`src/rtl/pipe_hazard_ctrl_pkg.sv`:
```
// Shared types for the pipeline hazard controller: scoreboard entry layout,
// forwarding select encoding and the per-cycle priority state.
package pipe_hazard_ctrl_pkg;

  // Widest register address a scoreboard entry can hold; narrower address
  // buses are zero-extended into it.
  localparam int MAX_AW = 8;

  // Width of the post-redirect flush down-counter (FLUSH_CYCLES up to 7).
  localparam int FCNT_W = 3;

  // Forwarding select value meaning "take the operand from the register file".
  localparam int FWD_RF = 0;

  typedef struct packed {
    logic              valid;
    logic [MAX_AW-1:0] addr;
    logic              is_load;
  } sb_entry_t;

  localparam sb_entry_t SB_EMPTY = '{valid: 1'b0, addr: '0, is_load: 1'b0};

  // Which rule owns the pipeline controls this cycle, highest priority first:
  // FREEZE (memory busy), FLUSH (redirect live, pending or still draining),
  // RAW_STALL, then RUN.
  typedef enum logic [1:0] {
    RUN       = 2'd0,
    RAW_STALL = 2'd1,
    FREEZE    = 2'd2,
    FLUSH     = 2'd3
  } hz_state_e;

  // Scoreboard index i is forwarded with select value i+1 (0 is the regfile).
  function automatic int stage_to_sel(input int idx);
    return idx + 1;
  endfunction

endpackage

```
`src/rtl/pipe_hazard_ctrl_if.sv`:
```
// Decode-side hazard bus: decoded operand info in, pipeline enables,
// forwarding selects and performance counters out.
interface pipe_hazard_ctrl_if #(
  parameter int REG_AW = 3,
  parameter int SEL_W  = 2,
  parameter int CNT_W  = 16
);
  logic              id_valid;
  logic [REG_AW-1:0] id_rs;
  logic              id_rs_used;
  logic [REG_AW-1:0] id_rt;
  logic              id_rt_used;
  logic              id_wr_en;
  logic [REG_AW-1:0] id_wr_addr;
  logic              id_is_load;
  logic              redirect;
  logic              mem_busy;

  logic              pc_we;
  logic              if_id_we;
  logic              if_id_flush;
  logic              id_ex_bubble;
  logic [SEL_W-1:0]  fwd_a_sel;
  logic [SEL_W-1:0]  fwd_b_sel;
  logic [CNT_W-1:0]  stall_cnt;
  logic [CNT_W-1:0]  flush_cnt;

  // Core side: drives decode information, consumes the controls.
  modport master (
    output id_valid, id_rs, id_rs_used, id_rt, id_rt_used,
           id_wr_en, id_wr_addr, id_is_load, redirect, mem_busy,
    input  pc_we, if_id_we, if_id_flush, id_ex_bubble,
           fwd_a_sel, fwd_b_sel, stall_cnt, flush_cnt
  );

  // Hazard controller side.
  modport slave (
    input  id_valid, id_rs, id_rs_used, id_rt, id_rt_used,
           id_wr_en, id_wr_addr, id_is_load, redirect, mem_busy,
    output pc_we, if_id_we, if_id_flush, id_ex_bubble,
           fwd_a_sel, fwd_b_sel, stall_cnt, flush_cnt
  );
endinterface

```
`src/rtl/pipe_hazard_ctrl_sat_counter.sv`:
```
// Saturating up-counter with asynchronous active-low clear; holds at
// all-ones instead of wrapping.
module sat_counter #(
  parameter int CNT_W = 16
) (
  input  logic             clk,
  input  logic             rst,
  input  logic             inc,
  output logic [CNT_W-1:0] cnt
);

  logic [CNT_W-1:0] cnt_q, cnt_d;

  // Next count: step on inc unless already saturated.
  always_comb begin
    cnt_d = cnt_q;
    if (inc && (cnt_q != '1)) cnt_d = cnt_q + CNT_W'(1);
  end

  // Count register.
  always_ff @(posedge clk or negedge rst) begin
    if (!rst) cnt_q <= '0;
    else      cnt_q <= cnt_d;
  end

  assign cnt = cnt_q;

endmodule

```
`src/rtl/pipe_hazard_ctrl.sv`:
```
// Pipeline hazard controller: scoreboard of in-flight register writes over
// DEPTH post-decode stages, RAW stall / forwarding decisions, memory freeze,
// redirect flush sequencing and stall/flush performance counters.
module pipe_hazard_ctrl
  import pipe_hazard_ctrl_pkg::*;
#(
  parameter int REG_AW       = 3,
  parameter int DEPTH        = 3,
  parameter int FWD_EN       = 1,
  parameter int FLUSH_CYCLES = 2,
  parameter int CNT_W        = 16,
  parameter int SEL_W        = 2
) (
  input  logic               clk,
  input  logic               rst,
  pipe_hazard_ctrl_if.slave  hz
);

  sb_entry_t         sb_q [DEPTH];
  sb_entry_t         sb_d [DEPTH];
  logic              pend_q, pend_d;
  logic [FCNT_W-1:0] fcnt_q, fcnt_d;

  logic [REG_AW-1:0] rs_addr, rt_addr, wr_addr;
  logic              hit_a, hit_b, ld_a, ld_b;
  int                ya_i, yb_i;
  logic              stall_a, stall_b, raw_stall;
  logic              redir_acc;
  hz_state_e         state;

  logic              pc_we, if_id_we, if_id_flush, id_ex_bubble;
  logic [SEL_W-1:0]  fwd_a_sel, fwd_b_sel;
  logic              stall_inc, flush_inc;

  assign rs_addr = hz.id_rs;
  assign rt_addr = hz.id_rt;
  assign wr_addr = hz.id_wr_addr;

  // Youngest scoreboard match per source: scan oldest to youngest so the
  // lowest matching index is the one left standing.
  always_comb begin
    hit_a = 1'b0;
    hit_b = 1'b0;
    ld_a  = 1'b0;
    ld_b  = 1'b0;
    ya_i  = 0;
    yb_i  = 0;
    for (int i = DEPTH - 1; i >= 0; i--) begin
      if (sb_q[i].valid && (sb_q[i].addr == MAX_AW'(rs_addr)) &&
          hz.id_rs_used && hz.id_valid) begin
        hit_a = 1'b1;
        ya_i  = i;
        ld_a  = sb_q[i].is_load;
      end
      if (sb_q[i].valid && (sb_q[i].addr == MAX_AW'(rt_addr)) &&
          hz.id_rt_used && hz.id_valid) begin
        hit_b = 1'b1;
        yb_i  = i;
        ld_b  = sb_q[i].is_load;
      end
    end
  end

  // RAW stall per source. With forwarding only a load still in EX cannot be
  // bypassed; without it anything short of WB (regfile write-through) stalls.
  always_comb begin
    stall_a = 1'b0;
    stall_b = 1'b0;
    if (FWD_EN != 0) begin
      stall_a = hit_a && (ya_i == 0) && ld_a;
      stall_b = hit_b && (yb_i == 0) && ld_b;
    end else begin
      stall_a = hit_a && (ya_i < DEPTH - 1);
      stall_b = hit_b && (yb_i < DEPTH - 1);
    end
    raw_stall = stall_a || stall_b;
  end

  // Forwarding selects: stage index + 1 of the youngest producer, regfile
  // when stalling, in legacy mode or while reset is held.
  always_comb begin
    fwd_a_sel = SEL_W'(FWD_RF);
    fwd_b_sel = SEL_W'(FWD_RF);
    if ((FWD_EN != 0) && rst && !raw_stall) begin
      if (hit_a) fwd_a_sel = SEL_W'(stage_to_sel(ya_i));
      if (hit_b) fwd_b_sel = SEL_W'(stage_to_sel(yb_i));
    end
  end

  // Priority resolution: freeze beats redirect/flush beats RAW stall.
  always_comb begin
    redir_acc = !hz.mem_busy && (hz.redirect || pend_q);
    if (hz.mem_busy)                                     state = FREEZE;
    else if (hz.redirect || pend_q || (fcnt_q != '0))    state = FLUSH;
    else if (raw_stall)                                  state = RAW_STALL;
    else                                                 state = RUN;
  end

  // Control outputs and next state for scoreboard, pending flag and flush
  // counter; outputs fall back to free-running values while reset is held.
  always_comb begin
    sb_d         = sb_q;
    pend_d       = pend_q;
    fcnt_d       = fcnt_q;
    pc_we        = 1'b1;
    if_id_we     = 1'b1;
    if_id_flush  = 1'b0;
    id_ex_bubble = 1'b0;
    unique case (state)
      FREEZE: begin
        pc_we    = 1'b0;
        if_id_we = 1'b0;
        if (hz.redirect) pend_d = 1'b1;
      end
      FLUSH: begin
        if_id_flush  = 1'b1;
        id_ex_bubble = 1'b1;
        if (redir_acc) begin
          pend_d = 1'b0;
          fcnt_d = FCNT_W'(FLUSH_CYCLES - 1);
        end else begin
          fcnt_d = fcnt_q - FCNT_W'(1);
        end
        for (int i = DEPTH - 1; i > 0; i--) sb_d[i] = sb_q[i-1];
        sb_d[0] = SB_EMPTY;
      end
      RAW_STALL: begin
        pc_we        = 1'b0;
        if_id_we     = 1'b0;
        id_ex_bubble = 1'b1;
        for (int i = DEPTH - 1; i > 0; i--) sb_d[i] = sb_q[i-1];
        sb_d[0] = SB_EMPTY;
      end
      RUN: begin
        for (int i = DEPTH - 1; i > 0; i--) sb_d[i] = sb_q[i-1];
        sb_d[0].valid   = hz.id_valid && hz.id_wr_en;
        sb_d[0].addr    = MAX_AW'(wr_addr);
        sb_d[0].is_load = hz.id_is_load;
      end
    endcase
    if (!rst) begin
      pc_we        = 1'b1;
      if_id_we     = 1'b1;
      if_id_flush  = 1'b0;
      id_ex_bubble = 1'b0;
    end
  end

  // Scoreboard, pending redirect and flush counter registers.
  always_ff @(posedge clk or negedge rst) begin
    if (!rst) begin
      for (int i = 0; i < DEPTH; i++) sb_q[i] <= SB_EMPTY;
      pend_q <= 1'b0;
      fcnt_q <= '0;
    end else begin
      for (int i = 0; i < DEPTH; i++) sb_q[i] <= sb_d[i];
      pend_q <= pend_d;
      fcnt_q <= fcnt_d;
    end
  end

  assign stall_inc = rst && (state == RAW_STALL);
  assign flush_inc = rst && redir_acc;

  sat_counter #(.CNT_W(CNT_W)) u_stall_cnt (
    .clk (clk),
    .rst (rst),
    .inc (stall_inc),
    .cnt (hz.stall_cnt)
  );

  sat_counter #(.CNT_W(CNT_W)) u_flush_cnt (
    .clk (clk),
    .rst (rst),
    .inc (flush_inc),
    .cnt (hz.flush_cnt)
  );

  assign hz.pc_we        = pc_we;
  assign hz.if_id_we     = if_id_we;
  assign hz.if_id_flush  = if_id_flush;
  assign hz.id_ex_bubble = id_ex_bubble;
  assign hz.fwd_a_sel    = fwd_a_sel;
  assign hz.fwd_b_sel    = fwd_b_sel;

endmodule
```
`src/flat_wrapper.sv`:
```
// flat-port wrapper written by rule: the top's interface ports become plain ports
module pipe_hazard_ctrl_flat import pipe_hazard_ctrl_pkg::*;
#(
  parameter int REG_AW       = 3,
  parameter int DEPTH        = 3,
  parameter int FWD_EN       = 1,
  parameter int FLUSH_CYCLES = 2,
  parameter int CNT_W        = 16,
  parameter int SEL_W        = 2
)
  (clk, rst, hz_id_valid, hz_id_rs, hz_id_rs_used, hz_id_rt, hz_id_rt_used, hz_id_wr_en, hz_id_wr_addr, hz_id_is_load, hz_redirect, hz_mem_busy, hz_pc_we, hz_if_id_we, hz_if_id_flush, hz_id_ex_bubble, hz_fwd_a_sel, hz_fwd_b_sel, hz_stall_cnt, hz_flush_cnt);
  pipe_hazard_ctrl_if #(.REG_AW(REG_AW), .SEL_W(SEL_W), .CNT_W(CNT_W)) hz_i ();
  input  logic clk;
  input  logic rst;
  input wire logic [$bits(hz_i.id_valid)-1:0] hz_id_valid;
  input wire logic [$bits(hz_i.id_rs)-1:0] hz_id_rs;
  input wire logic [$bits(hz_i.id_rs_used)-1:0] hz_id_rs_used;
  input wire logic [$bits(hz_i.id_rt)-1:0] hz_id_rt;
  input wire logic [$bits(hz_i.id_rt_used)-1:0] hz_id_rt_used;
  input wire logic [$bits(hz_i.id_wr_en)-1:0] hz_id_wr_en;
  input wire logic [$bits(hz_i.id_wr_addr)-1:0] hz_id_wr_addr;
  input wire logic [$bits(hz_i.id_is_load)-1:0] hz_id_is_load;
  input wire logic [$bits(hz_i.redirect)-1:0] hz_redirect;
  input wire logic [$bits(hz_i.mem_busy)-1:0] hz_mem_busy;
  output wire logic [$bits(hz_i.pc_we)-1:0] hz_pc_we;
  output wire logic [$bits(hz_i.if_id_we)-1:0] hz_if_id_we;
  output wire logic [$bits(hz_i.if_id_flush)-1:0] hz_if_id_flush;
  output wire logic [$bits(hz_i.id_ex_bubble)-1:0] hz_id_ex_bubble;
  output wire logic [$bits(hz_i.fwd_a_sel)-1:0] hz_fwd_a_sel;
  output wire logic [$bits(hz_i.fwd_b_sel)-1:0] hz_fwd_b_sel;
  output wire logic [$bits(hz_i.stall_cnt)-1:0] hz_stall_cnt;
  output wire logic [$bits(hz_i.flush_cnt)-1:0] hz_flush_cnt;
  assign hz_i.id_valid = hz_id_valid;
  assign hz_i.id_rs = hz_id_rs;
  assign hz_i.id_rs_used = hz_id_rs_used;
  assign hz_i.id_rt = hz_id_rt;
  assign hz_i.id_rt_used = hz_id_rt_used;
  assign hz_i.id_wr_en = hz_id_wr_en;
  assign hz_i.id_wr_addr = hz_id_wr_addr;
  assign hz_i.id_is_load = hz_id_is_load;
  assign hz_i.redirect = hz_redirect;
  assign hz_i.mem_busy = hz_mem_busy;
  assign hz_pc_we = hz_i.pc_we;
  assign hz_if_id_we = hz_i.if_id_we;
  assign hz_if_id_flush = hz_i.if_id_flush;
  assign hz_id_ex_bubble = hz_i.id_ex_bubble;
  assign hz_fwd_a_sel = hz_i.fwd_a_sel;
  assign hz_fwd_b_sel = hz_i.fwd_b_sel;
  assign hz_stall_cnt = hz_i.stall_cnt;
  assign hz_flush_cnt = hz_i.flush_cnt;
  pipe_hazard_ctrl #(.REG_AW(REG_AW), .DEPTH(DEPTH), .FWD_EN(FWD_EN), .FLUSH_CYCLES(FLUSH_CYCLES), .CNT_W(CNT_W), .SEL_W(SEL_W)) u_core (.clk(clk), .rst(rst), .hz(hz_i));
endmodule
```
`config.mk`:
```
export PLATFORM = sky130hd
export DESIGN_NAME = pipe_hazard_ctrl_flat
export DESIGN_NICKNAME = d
export VERILOG_FILES = /design/src/rtl/pipe_hazard_ctrl_pkg.sv /design/src/rtl/pipe_hazard_ctrl_if.sv /design/src/rtl/pipe_hazard_ctrl_sat_counter.sv /design/src/rtl/pipe_hazard_ctrl.sv /design/src/flat_wrapper.sv
export SDC_FILE = /design/constraint.sdc
export NUM_CORES = 1
export LEC_CHECK = 0
export ABC_CLOCK_PERIOD_IN_PS = 2600
export CAP_MARGIN = 20
export CORE_MARGIN = 1.5
export CORE_UTILIZATION = 46
export DETAILED_ROUTE_END_ITERATION = 12
export PLACE_DENSITY = 0.74
export SYNTH_ARGS = -nofsm -noshare
export SYNTH_HDL_FRONTEND = slang
export SYNTH_SLANG_ARGS = --single-unit
```
`constraint.sdc`:
```
create_clock -name clk -period 2.6 [get_ports clk]
set_input_delay 0.52 -clock clk [delete_from_list [all_inputs] [get_ports clk]]
set_output_delay 0.52 -clock clk [all_outputs]
set_load 0.05 [all_outputs]
```
==> flow_summary.ini <==
[global_route]
grt_usage = 0.221
grt_pass1_wl_um = 11200
first_global_vias = 2356
grt_remaining_overflow = 0
use_met1 = 0.293
grt-busiest-layer = met2
grt_max_degree = 25
globalRouteMet2Util = 0.379
met3_usage = 0.0411
antenna_found_initial = 0

[timing]
slew_headroom = 0.654
setup_viol = 20
min_period_over_period = 1.17
maxSlewViolCount = 0
final.setup.worst_slack_ns = -0.453
fmax_ghz = 0.328
fin_crit_ns = 3.05
fin_skew_ns = 0.0122
tightest_slew_ns = 0.518
rsz0062_at_grt = true
hold_viol_final = 0

[synth]
ys_seq_area_frac = 0.451
synth-seq-cells = 51
synth_top_family_by_area = simple AND/OR/NAND/NOR gates
ys_warn_count = 0
ys_async_sr_fraction = 1.00
synth_area_um2 = 2830
ys_types = 39
avgSynthCellArea_um2 = 10.3
synth_fa_ha_area_frac = 0.0354
synth_nets = 302
synth_flop_cell = dfrtp_1
synth_edf_count = 0
synth.mux.area_fraction = 0.0513
synth-compound-area-share = 0.0668
syn_inst = 276
synth-xor-area-share = 0.149
yosys.area_share.simple = 0.225

[critical_path]
path_buf_inv = 1
cp.required_ns = 2.08
worstSetupPathType = flop to output pin
slowest_stage = dfrtp_2
arrival_ns = 2.53
end_kind = output pin
start_kind = flop
slowest_delay_ns = 0.45
cp_cell_sequence = xor2_1, nand4bb_4, nand2b_1, ha_2, o21ai_2, o22a_1, a21oi_2, ha_1, nand2b_4, buf_12
critPathTopFamily = simple AND/OR/NAND/NOR gates
crit_path_max_fanout = 4

[clock_network]
numCtsBuffers = 5
cts_buffer_depth = 2
clock_latency_ns = 0.31
cts_root_buf = clkbuf_8
clkSinkCount = 51
hold_buffers = 0
htree_levels = 2
cts.clk_slew.worst_paths_ns = 0.09
cts_tree = yes

[floorplanning]
die_width_um = 81.4
die_y_um = 81.4
core.rowCount = 28
initial_utilization = 0.478
core_area_um2 = 5920
ios = 58
die_area_um2 = 6630

[layout]
n_antenna_cell = 0
final_cell_mix = dfrtp_1, buf_4, clkdlybuf4s50_1
drive_gt1_frac = 0.362
final_common_cell = dfrtp_1
design_area_um2 = 4320
syn2layout_area_growth_pct = 52.8
final_cells = 453
fin_util = 0.730
final_net_count = 404

[drt]
drt-total-wl_um = 7070
dr.pass1.iters = 4
drt_iter0_markers = 84
viasPerCell = 5.35
wire_per_inst_um = 15.6
vias = 2422
drc = 0
drtAntennaViolNets = 0

[placement]
place_area_um2 = 3990
dp_slack_ns = -0.891
io_buffers = 57
place_congestion = 0.859
dp_hpwl_um = 5230
dp.cells = 444

[status]
violations = negative setup slack
outcome = finished with violations

[power]
ir_drop_mv = 0.579
p_comb_frac = 0.331
seqPwrFrac = 0.434
p_int_w = 0.00148
p_switching_w = 0.000821
power_w = 0.00230
powerDensity_nw_per_um2 = 532
power.leakage_nw = 1.92
p_clk_frac = 0.236
swShare = 0.357

[worst_hold_path]
hold_class = input pin to async pin

[run]
cap_violations = 0
[final timing paths]
check | startpoint | endpoint | slack [ns] | depth (start not counted)
max reg2reg | u_core.sb_q[13]$_DFFE_PN0P_ | u_core.u_stall_cnt.cnt[15]$_DFFE_PN0P_ | -0.33 | 13
max in group asynchronous | rst | u_core.u_stall_cnt.cnt[1]$_DFFE_PN0P_ | 1.85 | 3
min | rst | u_core.u_flush_cnt.cnt[1]$_DFFE_PN0P_ | 0.07 | 1
min in group clk | u_core.fcnt_q[0]$_DFFE_PN0N_ | u_core.fcnt_q[0]$_DFFE_PN0N_ | 0.47 | 1
max | u_core.sb_q[13]$_DFFE_PN0P_ | hz_if_id_we | -0.45 | 10
min reg2reg | u_core.fcnt_q[0]$_DFFE_PN0N_ | u_core.fcnt_q[0]$_DFFE_PN0N_ | 0.47 | 1
[synth_stat cells, drive strengths merged, types with 7 or more instances]
cell type  instances  area [µm²]
dfrtp             51        1280
xnor2             29         254
nand2             21        78.8
nor2              21        78.8
nand4             20         125
xor2              19         166
nand3             16        80.1
mux2              12         135
ha                 8         100
o21ai              8        40.0
a21oi              7        35.0
[registers in the layout, summed over array words and instances (netlist names)]
register / count
u_core.sb_q: 15
u_core.fcnt_q: 3
u_core.u_stall_cnt.cnt: 16
u_core.pend_q: 1
u_core.u_flush_cnt.cnt: 16
[routing by layer]
| metal | share of wire | up-vias |
|---|---|---|
| met1 | 0.45 | 1185 |
| met4 | 0.0099 | 0 |
| met5 | 0 | - |
| li1 | - | 1181 |
| met3 | 0.038 | 8 |
| met2 | 0.50 | 48 |
[metrics by stage]
step | hold slack [ns] | TNS (ns)
global placement | 0.392 | -16.90
CTS | 0.0643 | -3.55
floorplan | 0.224 | -1.21
detailed placement | 0.394 | -18.55
global route | 0.0612 | -8.20
finish | 0.0705 | -4.72
[area by class of cell]
cell class	count	area, µm²
Fill cell	420	1600
Timing Repair Buffer	103	963
Tap cell	75	93.8
Inverter	6	22.5
Multi-Input combinational cell	211	1860
Clock buffer	5	68.8
Sequential cell	51	1280
Clock inverter	2	37.5
[worst reg2reg max path: stages, from the launching register on]
cell and delay [ns]:
dfrtp_2 0.45, xor2_1 0.20, nand4bb_4 0.21, nand2b_1 0.15, ha_2 0.18, o21ai_2 0.07, o22a_1 0.25, a21oi_2 0.13
ha_1 0.16, and2_4 0.14, nand4_1 0.21, a211oi_4 0.34, nand3_1 0.18, xnor2_1 0.16
[what timing repair did]
item                                    CTS  global route
setup buffers                             3             3
resized for setup                        53            24
endpoints found under the setup margin   24            24
pin swaps                                20            11
[cells by family (layout without fill, tap and decap cells)]
logic type	count (synthesis)	after routing
mux	13	13
simple gates	116	116
compound gates	26	26
flops	51	51
fa+ha+maj	8	8
buf+inv	14	116
xor+xnor	48	48
[power by group through the flow]
stage	registers, W	clock network, W	logic, W
after floorplan	0.00119	0	0.000239
after global placement	0.000999	0	0.000716
after detailed placement	0.00100	0	0.000732
after CTS	0.000993	0.000554	0.000749
after global routing	0.00101	0.000589	0.000812
final	0.000996	0.000542	0.000760
Note: power is estimated with default switching activity, not from simulation.
